<file path="src/rtl/cache_controller_fsm_pkg.sv">
// Shared types and geometry for the cache request controller.
package cache_controller_fsm_pkg;

   localparam int NUM_WAYS  = 4;
   localparam int AGE_W     = 2;
   localparam int INDEX_W   = 7;
   localparam int WAY_IDX_W = $clog2(NUM_WAYS);

   typedef enum logic [2:0] {
      IDLE,
      LOOKUP,
      WR_HIT,
      RD_UPD,
      MEM_REQ,
      MEM_WAIT,
      FILL,
      RESP
   } state_t;

   // Age field of way k inside the packed age vector
   function automatic logic [AGE_W-1:0] way_age(input logic [NUM_WAYS*AGE_W-1:0] ages,
                                                input int k);
      return ages[k*AGE_W +: AGE_W];
   endfunction

endpackage

</file>
<file path="src/rtl/cache_controller_fsm_lru_policy.sv">
// Combinational 2-bit age LRU helper: promotion update vector and replacement victim.
module lru_policy
   import cache_controller_fsm_pkg::*;
(
   input  logic [NUM_WAYS*AGE_W-1:0] ages,
   input  logic [NUM_WAYS-1:0]       way,
   input  logic                      allocate,
   output logic [NUM_WAYS-1:0]       reset_age,
   output logic [NUM_WAYS-1:0]       increment_age,
   output logic [NUM_WAYS-1:0]       victim
);

   logic [AGE_W-1:0]     ref_age;
   logic [AGE_W-1:0]     max_age;
   logic [WAY_IDX_W-1:0] max_idx;

   // Reference age of the promoted way; a freshly allocated line counts as the oldest possible
   always_comb begin
      ref_age = '0;
      for (int k = 0; k < NUM_WAYS; k++) begin
         if (way[k]) ref_age = ref_age | way_age(ages, k);
      end
      if (allocate) ref_age = '1;
   end

   // Promoted way goes to age 0; every other way younger than it ages by one
   always_comb begin
      reset_age     = way;
      increment_age = '0;
      for (int k = 0; k < NUM_WAYS; k++) begin
         increment_age[k] = !way[k] && (way_age(ages, k) < ref_age);
      end
   end

   // Victim is the oldest way, lowest index on ties
   always_comb begin
      max_age = way_age(ages, 0);
      max_idx = '0;
      for (int k = 1; k < NUM_WAYS; k++) begin
         if (way_age(ages, k) > max_age) begin
            max_age = way_age(ages, k);
            max_idx = WAY_IDX_W'(k);
         end
      end
      victim          = '0;
      victim[max_idx] = 1'b1;
   end

endmodule

</file>
<file path="src/rtl/cache_controller_fsm.sv">
// Request-side controller for the 4-way cache array: lookup, LRU age update,
// write-through with no write allocate, and single-byte read-miss fill.
module cache_controller_fsm
   import cache_controller_fsm_pkg::*;
#(
   parameter int ADDRESS_WORD_SIZE = 32,
   parameter int TAG_SIZE          = 19,
   parameter int CNT_W             = 16
) (
   input  logic                         clk,
   input  logic                         rst,
   input  logic                         cpu_req_valid,
   output logic                         cpu_req_ready,
   input  logic                         cpu_req_we,
   input  logic [ADDRESS_WORD_SIZE-1:0] cpu_addr,
   input  logic [7:0]                   cpu_wdata,
   output logic                         cpu_resp_valid,
   input  logic                         cpu_resp_ready,
   output logic [7:0]                   cpu_rdata,
   output logic                         cpu_resp_hit,
   output logic [ADDRESS_WORD_SIZE-1:0] address_word,
   output logic                         try_read,
   output logic                         try_write,
   output logic [7:0]                   write_data,
   output logic [NUM_WAYS-1:0]          reset_age,
   output logic [NUM_WAYS-1:0]          increment_age,
   input  logic [7:0]                   data,
   input  logic [NUM_WAYS*AGE_W-1:0]    ages,
   input  logic                         hit_miss,
   input  logic [NUM_WAYS-1:0]          hit_miss_set,
   output logic                         mem_req_valid,
   input  logic                         mem_req_ready,
   output logic                         mem_req_we,
   output logic [ADDRESS_WORD_SIZE-1:0] mem_addr,
   output logic [7:0]                   mem_wdata,
   input  logic                         mem_rsp_valid,
   input  logic [7:0]                   mem_rsp_data,
   output logic [CNT_W-1:0]             hit_count,
   output logic [CNT_W-1:0]             miss_count
);

   // The set index sits just below the tag inside address_word
   if (ADDRESS_WORD_SIZE - TAG_SIZE < INDEX_W) begin : g_bad_geometry
      $error("address too narrow for tag plus set index");
   end

   state_t                    state;
   logic                      we_q;
   logic [7:0]                wdata_q;
   logic [7:0]                data_q;
   logic [7:0]                rsp_q;
   logic                      hit_q;
   logic [NUM_WAYS*AGE_W-1:0] ages_q;
   logic [NUM_WAYS-1:0]       way_q;

   logic [NUM_WAYS*AGE_W-1:0] lru_ages;
   logic [NUM_WAYS-1:0]       lru_way;
   logic                      lru_alloc;
   logic [NUM_WAYS-1:0]       lru_reset;
   logic [NUM_WAYS-1:0]       lru_inc;
   logic [NUM_WAYS-1:0]       lru_victim;

   function automatic logic [CNT_W-1:0] sat_inc(input logic [CNT_W-1:0] v);
      return (v == '1) ? v : v + CNT_W'(1);
   endfunction

   // Live array outputs are used only while looking up; afterwards the captured copies drive the LRU
   assign lru_ages  = (state == LOOKUP) ? ages : ages_q;
   assign lru_way   = (state == LOOKUP) ? hit_miss_set : way_q;
   assign lru_alloc = (state == MEM_WAIT);

   lru_policy u_lru (
      .ages          (lru_ages),
      .way           (lru_way),
      .allocate      (lru_alloc),
      .reset_age     (lru_reset),
      .increment_age (lru_inc),
      .victim        (lru_victim)
   );

   // Controller state machine; every output is registered and set on entry to the state that owns it
   always_ff @(posedge clk or posedge rst) begin
      if (rst) begin
         state          <= IDLE;
         cpu_req_ready  <= 1'b1;
         cpu_resp_valid <= 1'b0;
         cpu_rdata      <= '0;
         cpu_resp_hit   <= 1'b0;
         address_word   <= '0;
         try_read       <= 1'b0;
         try_write      <= 1'b0;
         write_data     <= '0;
         reset_age      <= '0;
         increment_age  <= '0;
         mem_req_valid  <= 1'b0;
         mem_req_we     <= 1'b0;
         mem_addr       <= '0;
         mem_wdata      <= '0;
         hit_count      <= '0;
         miss_count     <= '0;
         we_q           <= 1'b0;
         wdata_q        <= '0;
         data_q         <= '0;
         rsp_q          <= '0;
         hit_q          <= 1'b0;
         ages_q         <= '0;
         way_q          <= '0;
      end else begin
         try_read      <= 1'b0;
         try_write     <= 1'b0;
         reset_age     <= '0;
         increment_age <= '0;
         case (state)
            IDLE: begin
               if (cpu_req_valid && cpu_req_ready) begin
                  address_word  <= cpu_addr;
                  we_q          <= cpu_req_we;
                  wdata_q       <= cpu_wdata;
                  cpu_req_ready <= 1'b0;
                  try_read      <= 1'b1;
                  state         <= LOOKUP;
               end
            end
            LOOKUP: begin
               hit_q  <= hit_miss;
               data_q <= data;
               ages_q <= ages;
               if (hit_miss) begin
                  hit_count     <= sat_inc(hit_count);
                  way_q         <= hit_miss_set;
                  reset_age     <= lru_reset;
                  increment_age <= lru_inc;
                  if (we_q) begin
                     try_write  <= 1'b1;
                     write_data <= wdata_q;
                     state      <= WR_HIT;
                  end else begin
                     state <= RD_UPD;
                  end
               end else begin
                  // Remember the replacement way now, while the ages are being sampled
                  miss_count    <= sat_inc(miss_count);
                  way_q         <= lru_victim;
                  mem_req_valid <= 1'b1;
                  mem_req_we    <= we_q;
                  mem_addr      <= address_word;
                  mem_wdata     <= we_q ? wdata_q : 8'h00;
                  state         <= MEM_REQ;
               end
            end
            RD_UPD: begin
               cpu_resp_valid <= 1'b1;
               cpu_rdata      <= data_q;
               cpu_resp_hit   <= 1'b1;
               state          <= RESP;
            end
            WR_HIT: begin
               mem_req_valid <= 1'b1;
               mem_req_we    <= 1'b1;
               mem_addr      <= address_word;
               mem_wdata     <= wdata_q;
               state         <= MEM_REQ;
            end
            MEM_REQ: begin
               if (mem_req_ready) begin
                  mem_req_valid <= 1'b0;
                  mem_req_we    <= 1'b0;
                  if (we_q) begin
                     cpu_resp_valid <= 1'b1;
                     cpu_rdata      <= 8'h00;
                     cpu_resp_hit   <= hit_q;
                     state          <= RESP;
                  end else begin
                     state <= MEM_WAIT;
                  end
               end
            end
            MEM_WAIT: begin
               if (mem_rsp_valid) begin
                  rsp_q         <= mem_rsp_data;
                  try_write     <= 1'b1;
                  write_data    <= mem_rsp_data;
                  reset_age     <= lru_reset;
                  increment_age <= lru_inc;
                  state         <= FILL;
               end
            end
            FILL: begin
               cpu_resp_valid <= 1'b1;
               cpu_rdata      <= rsp_q;
               cpu_resp_hit   <= 1'b0;
               state          <= RESP;
            end
            RESP: begin
               if (cpu_resp_ready) begin
                  cpu_resp_valid <= 1'b0;
                  cpu_rdata      <= 8'h00;
                  cpu_resp_hit   <= 1'b0;
                  cpu_req_ready  <= 1'b1;
                  state          <= IDLE;
               end
            end
            default: state <= IDLE;
         endcase
      end
   end

endmodule

</file>
<file path="config.mk">
export PLATFORM = sky130hd
export DESIGN_NAME = cache_controller_fsm
export DESIGN_NICKNAME = d
export VERILOG_FILES = /design/src/rtl/cache_controller_fsm_pkg.sv /design/src/rtl/cache_controller_fsm_lru_policy.sv /design/src/rtl/cache_controller_fsm.sv
export SDC_FILE = /design/constraint.sdc
export NUM_CORES = 1
export LEC_CHECK = 0
export CORE_AREA = 2 2 135 137
export DETAILED_ROUTE_END_ITERATION = 12
export DIE_AREA = 0 0 137 139
export PLACE_DENSITY = 0.78
export SLEW_MARGIN = 20
export SYNTH_ARGS = -nofsm -noshare
export SYNTH_HDL_FRONTEND = slang
export SYNTH_SLANG_ARGS = --single-unit
</file>
<file path="constraint.sdc">
create_clock -name clk -period 5.1 [get_ports clk]
set_input_delay 0.51 -clock clk [delete_from_list [all_inputs] [get_ports clk]]
set_output_delay 0.51 -clock clk [all_outputs]
set_load 0.02 [all_outputs]
</file>
Yosys cells after proc, flatten, opt, wreduce, memory -nomap -nowiden
Index checks and enable logic that the tools add are counted.
{"block": "word_totals", "out_inout_bits": 135, "regBits": 176, "inputBits": 76, "elab_cells": 150}
{"block": "classes", "n_mux": 63, "reduce_logical": 29, "bitwise_logic": 6, "addsub": 2, "n_eq_ne": 17, "magnitude_cmp": 9}
{"operator": "$mux W8", "n": 9}
{"operator": "$pmux W32 S2", "n": 1}
{"operator": "$add A16 B1 Y16 const B", "n": 2}
{"operator": "$eq A16 B16 Y1 const B", "n": 2}
{"operator": "$mux W32", "n": 1}
{"operator": "$pmux W8 S2", "n": 2}
{"operator": "$pmux W8 S4", "n": 1}
{"operator": "$mux W4", "n": 6}
{"operator": "$pmux W3 S7", "n": 1}
{"operator": "$mux W2", "n": 10}
{"operator": "$mux W1", "n": 18}
{"operator": "$ne A2 B2 Y1 const B", "n": 8}
{"operator": "$pmux W4 S2", "n": 2}
{"operator": "$reduce_and A4 Y1", "n": 4}
{"operator": "$mux W3", "n": 5}
{"operator": "$eq A3 B3 Y1 const B", "n": 4}
{"operator": "$reduce_and A3 Y1", "n": 4}
{"operator": "$pmux W1 S3", "n": 3}
{"operator": "$lt A2 B2 Y1", "n": 4}
{"operator": "$eq A3 B2 Y1 const B", "n": 2}
{"operator": "$gt A2 B2 Y1", "n": 3}
{"operator": "$logic_and A1 B1 Y1", "n": 6}
{"operator": "$or A2 B2 Y2", "n": 3}
{"operator": "$reduce_and A2 Y1", "n": 3}
{"operator": "other kinds (13)", "n": 22}

Longest topological paths before layout
Gate-level depths: netlist of run 1.
{"block": "depth", "depth_word": 14, "depth_mapped": 19, "depth_no_buf": 16}

Cells and area by module
A second synthesis of run 1 with hierarchy kept.
{"block": "hier_totals", "cells_unflattened": 615, "area_unflattened_um2": 7782.5}
{"mod": "cache_controller_fsm", "cells_each": 563, "seq_area_each_um2": 4405.5, "area_per_inst_um2": 7353.3, "n_inst": 1}
{"mod": "lru_policy", "cells_each": 52, "seq_area_each_um2": 0.0, "area_per_inst_um2": 429.2, "n_inst": 1}

Worst setup path before layout of run 1
OpenSTA, ideal clock, no wires.
{"block": "synth_path", "path_kind": "register -> register", "start": "register state[1]", "end": "register way_q[1]", "required_time_ps": 4974, "arrival_ps": 3715, "setup_ps": 126, "synth_period_minus_slack_ps": 3842, "setup_slack_ps": 1258, "path_stages_with_launch": 17, "path_cell_list": "dfrtp_1 buf_2 nor3b_1 buf_4 mux2i_1 ha_1 nor2_1 o22ai_1 ha_1 inv_1 o22ai_1 mux2_2 ha_1 nand2_1 o21ai_0 and3_1 a221o_1"}
{"block": "synth_via", "elab_chain_cells": 13, "word_cells_on_any_way": 16, "classes_between": "order compare (5); eq/ne (1); mux (9); reduce/logical (1)"}
{"item": "start, declared", "line": "cache_controller_fsm.sv:47", "source": "state_t state;"}
{"item": "start signal, assigned", "line": "cache_controller_fsm.sv:84", "source": "state <= IDLE;"}
{"item": "start signal, assigned", "line": "cache_controller_fsm.sv:121", "source": "state <= LOOKUP;"}
{"item": "start signal, assigned", "line": "cache_controller_fsm.sv:136", "source": "state <= WR_HIT;"}
{"item": "$eq A3 B1 Y1 *", "line": "cache_controller_fsm.sv:68, cache_controller_fsm.sv:113"}
{"item": "$mux W8"}
{"item": "$gt A2 B2 Y1", "line": "cache_controller_fsm_lru_policy.sv:40", "source": "if (way_age(ages, k) > max_age) begin"}
{"item": "$mux W2", "line": "cache_controller_fsm_lru_policy.sv:40"}
{"item": "$gt A2 B2 Y1", "line": "cache_controller_fsm_lru_policy.sv:40"}
{"item": "$mux W2", "line": "cache_controller_fsm_lru_policy.sv:40"}
{"item": "$gt A2 B2 Y1", "line": "cache_controller_fsm_lru_policy.sv:40"}
{"item": "$mux W2", "line": "cache_controller_fsm_lru_policy.sv:40"}
{"item": "$lt A2 B3 Y1 (implied by the code) / $ge A2 B1 Y1 (equally long branches)", "line": "cache_controller_fsm_lru_policy.sv:46", "source": "victim[max_idx] = 1'b1;"}
{"item": "$logic_and A1 B1 Y1 (implied by the code)", "line": "cache_controller_fsm_lru_policy.sv:46"}
{"item": "$mux W1 (implied by the code)", "line": "cache_controller_fsm_lru_policy.sv:46"}
{"item": "$demux W1 S2"}
{"item": "$mux W4", "line": "cache_controller_fsm.sv:128", "source": "if (hit_miss) begin"}
{"item": "end signal, assigned", "line": "cache_controller_fsm.sv:130", "source": "way_q <= hit_miss_set;"}
{"item": "end signal, assigned", "line": "cache_controller_fsm.sv:143", "source": "way_q <= lru_victim;"}
{"item": "end, declared", "line": "cache_controller_fsm.sv:54", "source": "logic [NUM_WAYS-1:0] way_q;"}
Every way passes the cells marked *; elsewhere a longest branch is shown, timed or not.
A chain may end at the register's enable or synchronous reset.

Worst setup path after layout of run 1
{"block": "layout_path", "start": "register state[0]", "end": "register way_q[1]"}
{"block": "layout_via", "elab_chain_cells": 13, "word_cells_on_any_way": 16, "classes_between": "order compare (5); eq/ne (1); mux (9); reduce/logical (1)"}
{"item": "$eq A3 B1 Y1 *", "line": "cache_controller_fsm.sv:68", "source": "assign lru_ages = (state == LOOKUP) ? ages : ages_q;"}
{"item": "$mux W8 *"}
{"item": "named net lru_ages[3]", "line": "cache_controller_fsm.sv:56", "source": "logic [NUM_WAYS*AGE_W-1:0] lru_ages;"}
{"item": "$gt A2 B2 Y1", "line": "cache_controller_fsm_lru_policy.sv:40"}
{"item": "$mux W2", "line": "cache_controller_fsm_lru_policy.sv:40"}
{"item": "$gt A2 B2 Y1", "line": "cache_controller_fsm_lru_policy.sv:40"}
{"item": "$mux W2", "line": "cache_controller_fsm_lru_policy.sv:40"}
{"item": "$gt A2 B2 Y1", "line": "cache_controller_fsm_lru_policy.sv:40"}
{"item": "$mux W2 *", "line": "cache_controller_fsm_lru_policy.sv:40"}
{"item": "$lt A2 B3 Y1 (implied by the code) / $ge A2 B1 Y1 (equally long branches)", "line": "cache_controller_fsm_lru_policy.sv:46"}
{"item": "$logic_and A1 B1 Y1 (implied by the code)", "line": "cache_controller_fsm_lru_policy.sv:46"}
{"item": "$mux W1 (implied by the code)", "line": "cache_controller_fsm_lru_policy.sv:46"}
{"item": "$demux W1 S2 *"}
{"item": "$mux W4 *", "line": "cache_controller_fsm.sv:128"}
The timed path passes the listed nets; every way through them passes the cells marked *.

==> flow_summary.yaml, run 1 <==
run_status:
  status: "finished clean"
clocking:
  cts_resized: 0
  cts.path.max_buffers: 2
  cts_buffers: 17
  insertion_delay_ns: 0.44
  cts_hold_buffers: 0
  cts_setup_buffers: 0
  path_clk_slew_ns: 0.07
  cts_tree: "done"
  clock-root-buffer: "clkbuf_16"
  cts_max_level: 4
  clock-sinks: 176
sta:
  min_period_ns: 4.251
  worst_slack_ns: 0.8493
  setup-tns-final_ns: 0
  rsz0062_at_grt: "false"
  slew_headroom_pct: 44.48
  clock.fmax_mhz: 235.3
  hold_viol: 0
  setup_viol: 0
  slew_viol_final: 0
  fin_crit_sh_pct: 83.35
  clock_skew_ns: 0.01233
  worstMarginPinSlew_ns: 0.8327
synthesis:
  syn_area_um2: 7601
  ys_ff_latch: 176
  yosys.area_share.simple_pct: 18.27
  synth_edf_count: 0
  synth_xor_xnor_area_share_pct: 3.457
  syn_inst: 722
  synth_area_leader_cell: "dfrtp_1"
  synth-seq-area-share_pct: 57.96
  synth_ff_type: "dfrtp_1"
  synth_adder_area_share_pct: 1.811
  synth.distinct_cells: 60
  yosys-mux-area-fraction_pct: 8.148
  yosysTopAreaCellShare_pct: 57.61
  synth_nets: 809
  yosysWarnings: 0
  synthTopCellsByArea: "dfrtp_1 (58%), nand2_1 (11%), mux2_2 (6.2%), xnor2_1 (2.3%), ha_1 (1.8%)"
  avgSynthCellArea_um2: 10.53
  synth_top_family_by_area: "simple AND/OR/NAND/NOR gates"
  synth_compound_area_share_pct: 7.885
  synth-async-reset-ratio_pct: 100.0
critical_path:
  worst-path-max-fanout: 21
  critPathRequiredTime_ns: 5.41
  critical_path.startpoint_type: "flip-flop"
  critPathArrivalTime_ns: 4.56
  crit_type: "reg -> reg"
  setup.worst_path.end_class: "flip-flop"
finish:
  n_antenna_cell: 0
  area_growth_pct: 38.63
  drive_gt1_share_pct: 10.21
  finish.net_count: 1014
floorplan:
  rows: 49
  coreArea_um2: 17660
  initial_core_util_pct: 43.05
  io_pins: 211
  die_x_um: 137
  dieArea_um2: 19040
  fp.dieH_um: 139
global_routing:
  grt_max_degree: 161
  grt_pass1_vias: 6216
  grt_usage_pct: 21.97
  grt_overflow_total: 0
  antenna_found_initial: 0
  grt_pass1_wl_mm: 32.65
placement:
  pre_cts_ws_ns: 0.9377
  gp_congestion: 0.8813
  io_buffers: 210
  hpwlAfterDp_mm: 14.41
route:
  drt-pass1-iter-count: 5
  via_count: 5996
  drcViolationCount: 0
  drt_iter0_drc: 331
  via_per_inst: 5.129
  ant_nets: 0
  totalWireLength_mm: 19.93
  wl_per_cell_um: 17.05
power_and_ir_drop:
  p_per_area_nw_per_um2: 588.6
  cellLeakagePower_nw: 4.875
  total_power_w: 0.006202
  ir_drop_v: 0.0003347
hold_path:
  hold_class: "in -> async"
flow_run:
  drv_cap: 0
## sequential cells by signal (all words and copies together), names as in the netlist, 3 cells and up
signal	count
mem_addr	32
address_word	32
wdata_q	8
write_data	8
data_q	8
state	3
increment_age	4
reset_age	4
ages_q	8
mem_wdata	8
rsp_q	8
miss_count	16
way_q	4
hit_count	16
cpu_rdata	8
## cell type report
| class | count | area (um^2) |
|---|---|---|
| sequential | 176 | 4405 |
| tap | 229 | 286.5 |
| fill | 1506 | 7119 |
| inverter | 14 | 56.30 |
| clock buffer | 17 | 425.4 |
| timing repair buffer | 217 | 2167 |
| clock inverter | 15 | 171.4 |
| multi-input combinational | 501 | 3025 |
## kinds of logic (layout without fill, tap and decap cells)
kind of cell / after synthesis / count (layout)
simple gates: 314 / 314
flops: 176 / 176
mux: 56 / 56
fa+ha+maj: 11 / 11
buf+inv: 45 / 263
xor+xnor: 30 / 30
compound gates: 90 / 90
## report_power, final
| group | internal [W] | total (W) | leakage, nW | switching, W |
|---|---|---|---|---|
| combinational | 0.00119 | 0.00262 | 2.28 | 0.00143 |
| sequential | 0.00188 | 0.00226 | 2.31 | 0.000384 |
| clock | 0.000700 | 0.00132 | 0.284 | 0.000616 |
| total | 0.00377 | 0.00620 | 4.88 | 0.00243 |
## metrics by stage
stage / std cells / instance area [um^2] / util, % / hold slack, ns
2_1_floorplan: 722 / 7605 / - / 0.4461
3_3_place_gp: 1137 / 9933 / 56.26 / 0.4514
3_5_place_dp: 1137 / 9933 / 56.26 / 0.4586
4_1_cts: 1169 / 10530 / 59.64 / 0.4139
5_1_grt: 1169 / 10540 / 59.68 / 0.4580
6_report: 1169 / 10540 / 59.68 / 0.4168
## per-layer routing
layer | global-route usage [%] | part of all wire [%] | vias up
li1 | - | - | 2874
met1 | 27.02 | 41 | 2894
met2 | 35.17 | 47 | 211
met3 | 10.12 | 10 | 17
met4 | 5.317 | 1.2 | 0
met5 | 0 | 0 | -
## worst max-delay path, stage by stage (launching register included)
cell and delay [ns]:
dfrtp_1 0.71, nor3b_2 0.37, buf_4 0.33, nand2_1 0.09, nand2_1 0.15, ha_1 0.27
nor2_1 0.15, o22ai_1 0.13, ha_1 0.29, inv_1 0.03, o22ai_1 0.30, mux2_2 0.38
ha_1 0.27, nand2_1 0.06, o21ai_0 0.14, and3_1 0.18, a221o_1 0.28
## cells in the final DEF (no fill, tap or decap), types with 11 or more instances in the layout
| master | n |
|---|---|
| nand2_1 | 214 |
| o21ai_0 | 19 |
| mux2i_1 | 12 |
| clkdlybuf4s50_1 | 210 |
| clkbuf_16 | 17 |
| nand3_1 | 25 |
| xnor2_1 | 20 |
| nor2_1 | 26 |
| mux2_2 | 42 |
| inv_1 | 12 |
| ha_1 | 11 |
| dfrtp_1 | 175 |
| a21oi_1 | 25 |
## Yosys cell counts (2+ instances only)
cell type,number
nor3_1,8
and3b_1,4
nor3b_1,2
and2_1,3
xor2_1,10
xnor2_1,20
or3_1,2
mux2i_1,12
a22oi_1,8
nand2b_1,2
inv_1,13
o22a_1,3
o21ai_0,19
clkbuf_1,17
ha_1,11
nand2_1,214
o22ai_1,7
a31oi_1,4
buf_2,12
nor2_1,26
and3_1,5
a222oi_1,4
nand3_1,25
a2bb2oi_1,2
nand4_1,8
nand3b_1,2
a21oi_1,25
dfrtp_1,175
a22o_1,3
mux2_2,42
and4_1,5
## final timing paths
check / slack (ns) / cells past startpoint / start / end
setup / recovery: 0.85 / 16 / state[0]$_DFFE_PP0P_ / way_q[1]$_DFFE_PP0P_
min in group clk: 0.47 / 2 / mem_wdata[1]$_DFFE_PP0P_ / mem_wdata[1]$_DFFE_PP0P_
hold / removal: 0.42 / 2 / rst / address_word[30]$_DFFE_PP0P_
max in group asynchronous: 3.54 / 3 / rst / hit_count[0]$_DFFE_PP0P_
setup reg to reg: 0.85 / 16 / state[0]$_DFFE_PP0P_ / way_q[1]$_DFFE_PP0P_
hold reg to reg: 0.47 / 2 / mem_wdata[1]$_DFFE_PP0P_ / mem_wdata[1]$_DFFE_PP0P_
(Power assumes the default switching activity.)
==> run 2, diff against run 1 <==
Clock period 5.1 ns to 3.68 ns, I/O delays scaled along.
==> run 2 against run 1 <==
  * Clock skew increased by 0.0083 ns
  * Critical path type unchanged
  * Non-clock buffer count increased by 11
  * Critical path depth decreased by 2
  * Final cell count increased by 0.94%
  * Register-to-register slack got worse by 0.70 ns
==> flow_summary.yaml, run 2 (synthesis results as in run 1) <==
sta:
  fin_crit_sh_pct: 95.93
  clock_skew_ns: 0.02062
  whs_ns: 0.4510
  setup_viol: 0
  min_period_ns: 3.530
  slew_headroom_pct: 42.29
  slew_viol_final: 0
  hold_viol: 0
  worstMarginPinSlew_ns: 0.8638
  clock.fmax_mhz: 283.3
route:
  totalWireLength_mm: 20.70
  ant_nets: 0
  drt_iter0_drc: 329
  drcViolationCount: 0
  drt-pass1-iter-count: 5
  wl_per_cell_um: 17.54
  via_count: 6131
  via_per_inst: 5.196
clocking:
  cts_tree: "done"
  insertion_delay_ns: 0.44
  clock-root-buffer: "clkbuf_16"
  cts.path.max_buffers: 2
  clock-sinks: 176
  cts_hold_buffers: 0
  cts_max_level: 4
  cts_buffers: 17
  path_clk_slew_ns: 0.07
finish:
  layout_commonest_cell: "nand2_1"
  mostFrequentLayoutCells: "nand2_1 (213), clkdlybuf4s50_1 (210), dfrtp_1 (175)"
  utilization_pct: 60.32
  finalNonFillerCells: 1180
  drive_gt1_share_pct: 11.88
  n_antenna_cell: 0
  area_growth_pct: 40.13
  reg_top3: "address_word: 32 flops, mem_addr: 32 flops"
  finish.net_count: 1025
global_routing:
  grt_max_degree: 57
  grt_overflow_total: 0
  antenna_found_initial: 0
  grt_pass1_vias: 6214
  grt_pass1_wl_mm: 33.26
  grt_usage_pct: 22.45
critical_path:
  r2r_end: "way_q[1]$_DFFE_PP0P_"
  rrSetupSlack_ns: 0.15
  critPathArrivalTime_ns: 3.84
  critPathRequiredTime_ns: 3.99
  worstReg2RegStart: "state[2]$_DFFE_PP0P_"
  r2r_cells: 14
  worst-path-max-fanout: 4
  setup.worst_path.end_class: "flip-flop"
  crit_type: "reg -> reg"
  critical_path.startpoint_type: "flip-flop"
power_and_ir_drop:
  ir_drop_v: 0.0004377
  cellLeakagePower_nw: 4.946
  p_per_area_nw_per_um2: 825.3
  total_power_w: 0.008791
placement:
  gp_congestion: 0.9229
  placed_cells: 1148
  io_buffers: 210
  hpwlAfterDp_mm: 14.78
floorplan:
  die_x_um: 137
  coreArea_um2: 17660
  dieArea_um2: 19040
  io_pins: 211
  initial_core_util_pct: 43.05
  rows: 49
  fp.dieH_um: 139
run_status:
  status: "finished clean"
hold_path:
  hold_class: "in -> async"
flow_run:
  drv_cap: 0
run 2: cell count changes in the layout (fill, tap and decap cells not counted), sizes merged:
cell / before / now
bufinv: 1 / 2
clkinvlp: 4 / 3
buf: 7 / 18
run 2: worst max path at each step:
stage | from | end | cells past startpoint | slack, ns
2_1_floorplan | state[1]$_DFFE_PP0P_ | way_q[1]$_DFFE_PP0P_ | 18 | 0.05
3_3_place_gp | state[2]$_DFFE_PP0P_ | way_q[1]$_DFFE_PP0P_ | 15 | 0.15
3_5_place_dp | state[2]$_DFFE_PP0P_ | way_q[1]$_DFFE_PP0P_ | 15 | 0.07
4_1_cts | state[2]$_DFFE_PP0P_ | way_q[1]$_DFFE_PP0P_ | 15 | 0.06
5_1_grt | state[2]$_DFFE_PP0P_ | way_q[1]$_DFFE_PP0P_ | 14 | -0.01
6_report | state[2]$_DFFE_PP0P_ | way_q[1]$_DFFE_PP0P_ | 14 | 0.15
run 2: critical path, stage by stage, from the launching register on:
cell and delay (ns):
dfrtp_1 0.43, nor3b_4 0.31, mux2i_2 0.34, ha_4 0.25
nor2_2 0.12, o22ai_1 0.12, ha_1 0.30, inv_1 0.04
o22ai_2 0.20, mux2_2 0.36, ha_1 0.27, nand2_1 0.06
o21ai_0 0.14, and3_1 0.18, a221o_1 0.29
run 2: what timing repair did:
item,in CTS,in global routing
endpoints found under the setup margin,0,3
setup buffers,0,0
gates resized for setup,0,5
hold endpoints to repair,0,0
run 2: through the flow:
stage	setup WS, ns	TNS [ns]	instance area [um^2]
6_report	0.1498	0	10650
2_1_floorplan	0.05190	0	7620
3_3_place_gp	0.1549	0	10030
5_1_grt	-0.01429	-0.01429	10650
3_5_place_dp	0.07381	0	10030
4_1_cts	0.05527	0	10630
run 2: cell type report:
type / count / area [um^2]
multi-input combinational: 501 / 3054
sequential: 176 / 4405
clock buffer: 17 / 425.4
inverter: 14 / 56.30
timing repair buffer: 228 / 2250
fill: 1480 / 7005
tap: 229 / 286.5
clock inverter: 15 / 173.9
run 2: layer usage:
metal	GRT usage, %	routed length [um]	vias to the layer above
met5	0	0	-
met1	28.75	8382	2972
met4	5.372	199	0
li1	-	-	2892
met2	35.38	9936	254
met3	9.393	2183	13
run 2: where the power goes:
group          switching [W]  total [W]  leakage (nW)  internal [W]
logic                0.00211    0.00384          2.35       0.00173
clock network       0.000829    0.00185         0.292       0.00102
registers           0.000491    0.00310          2.31       0.00261
==> run 3, diff against run 2 <==
Settings changed: CORE_AREA 2 2 135 137 to 2 2 129 143, DIE_AREA 0 0 137 139 to 0 0 131 145.
==> run 3 against run 2 <==
  * Count of clock-buffer cells in the layout did not move
  * Final cell count rose by 0.85%
  * Flip-flop and latch count did not move
  * Global-route usage fell by 1.1 points
  * Critical path depth rose by 1
  * Sequential power barely moved
  * Via count fell by 0.88%
  * Design area barely moved
  * Non-clock buffer count rose by 1
  * Utilization rose by 0.36 points
  * Largest cell class unchanged
==> flow_summary.yaml, run 3 (synthesis results as in run 1) <==
critical_path:
  crit_end: "way_q[1]$_DFFE_PP0P_"
  worst-path-max-fanout: 6
  critical_path.startpoint_type: "flip-flop"
  r2r_end: "way_q[1]$_DFFE_PP0P_"
  critPathRequiredTime_ns: 3.98
  crit_path_start: "state[2]$_DFFE_PP0P_"
  r2r_cells: 15
  rrSetupSlack_ns: 0.21
  worstReg2RegStart: "state[2]$_DFFE_PP0P_"
  crit_type: "reg -> reg"
  critPathArrivalTime_ns: 3.76
  setup.worst_path.end_class: "flip-flop"
finish:
  drive_gt1_share_pct: 11.87
  mostFrequentLayoutCells: "nand2_1 (214), clkdlybuf4s50_1 (210), dfrtp_1 (175)"
  register_area_um2: 4405
  multiInputGateArea_um2: 3043
  reg_top3: "address_word: 32 flops, mem_addr: 32 flops"
  stdcell_area_um2: 10650
  n_antenna_cell: 0
  area_growth_pct: 40.10
  layout_commonest_cell: "nand2_1"
  fill_cells: 1434
  finish.net_count: 1026
sta:
  min_period_ns: 3.466
  setup-tns-final_ns: 0
  hold_viol: 0
  rsz0062_at_grt: "false"
  slew_viol_final: 0
  fin_crit_sh_pct: 94.18
  worstMarginPinSlew_ns: 0.6502
  setup_viol: 0
  slew_headroom_pct: 56.36
  clock_skew_ns: 0.01335
  clock.fmax_mhz: 288.5
floorplan:
  coreArea_um2: 17550
  initial_core_util_pct: 43.32
  fp.dieH_um: 145
  die_x_um: 131
  rows: 51
  dieArea_um2: 19000
  io_pins: 211
placement:
  placed_area_um2: 10050
  hpwlAfterDp_mm: 14.28
  gp_congestion: 0.8571
  io_buffers: 210
clocking:
  cts_max_level: 4
  cts_hold_buffers: 0
  path_clk_slew_ns: 0.06
  clock-sinks: 176
  cts.path.max_buffers: 2
  cts_buffers: 17
  cts_tree: "done"
  clock-root-buffer: "clkbuf_16"
  insertion_delay_ns: 0.42
global_routing:
  antenna_found_initial: 1
  grt_pass1_vias: 6177
  grt_max_degree: 72
  grt_usage_pct: 21.39
  grt_pass1_wl_mm: 31.87
  grt_overflow_total: 0
route:
  drt-pass1-iter-count: 5
  drcViolationCount: 0
  drt_iter0_drc: 268
  wl_per_cell_um: 16.52
  ant_nets: 0
  via_count: 6077
  via_per_inst: 5.107
  totalWireLength_mm: 19.66
flow_run:
  drv_cap: 0
hold_path:
  hold_class: "in -> async"
power_and_ir_drop:
  cellLeakagePower_nw: 4.945
  ir_drop_v: 0.0004218
  p_per_area_nw_per_um2: 812.3
run_status:
  status: "finished clean"
[run 3: per-stage QoR]
step	hold slack (ns)	power [W]	util (%)	instances	setup slack, ns
finish	0.2089	0.008650	60.68	1190	0.2141
floorplan	0.4461	0.005276	-	722	0.05190
global placement	0.4500	0.006832	57.27	1157	0.07074
global route	0.2147	0.009257	60.68	1190	0.004106
detailed placement	0.4616	0.006903	57.27	1157	0.04662
CTS	0.1947	0.008706	60.56	1189	0.02928
[run 3: final cells by class]
cell class	count	area share [%]
clock buffer	17	3.995
clock inverter	15	1.422
inverter	14	0.5287
multi-input combinational	501	28.57
sequential	176	41.37
tap	238	2.796
timing repair buffer	229	21.31
[run 3: worst max-delay path, stage by stage (launching register included)]
cell and delay, ns:
dfrtp_1 0.42, or3b_4 0.46, nand2_1 0.08, nand2_1 0.10, ha_1 0.34, nor2_2 0.13
o22ai_1 0.11, ha_1 0.29, inv_1 0.04, o22ai_2 0.15, mux2_2 0.35, ha_1 0.27
nand2_1 0.07, o21ai_2 0.07, and3_1 0.15, a221o_1 0.30
[run 3: repair_timing]
item / in CTS / in global routing
setup buffers: 0 / 1
endpoints found under the setup margin: 0 / 4
gates resized for setup: 0 / 6
[run 3: worst min path at each step]
stage	depth (start not counted)	slack [ns]	endpoint
floorplan	2	0.45	data_q[0]$_DFFE_PP0P_
global placement	2	0.45	mem_wdata[0]$_DFFE_PP0P_
detailed placement	2	0.46	mem_addr[15]$_DFFE_PP0P_
CTS	2	0.19	address_word[26]$_DFFE_PP0P_
global route	2	0.21	address_word[26]$_DFFE_PP0P_
finish	2	0.21	address_word[26]$_DFFE_PP0P_
[run 3: power breakdown]
part | internal [W] | total [W] | switching [W]
combinational | 0.00175 | 0.00380 | 0.00205
sequential | 0.00261 | 0.00309 | 0.000487
clock | 0.000954 | 0.00176 | 0.000806
total | 0.00531 | 0.00865 | 0.00334
[run 3: layer usage]
| metal | track usage [%] | up-vias | wire length (um) |
|---|---|---|---|
| met3 | 7.448 | 32 | 1632 |
| met2 | 34.64 | 213 | 9620 |
| li1 | - | 2905 | - |
| met5 | 0 | - | 13 |
| met1 | 26.27 | 2925 | 8005 |
| met4 | 7.713 | 2 | 392 |
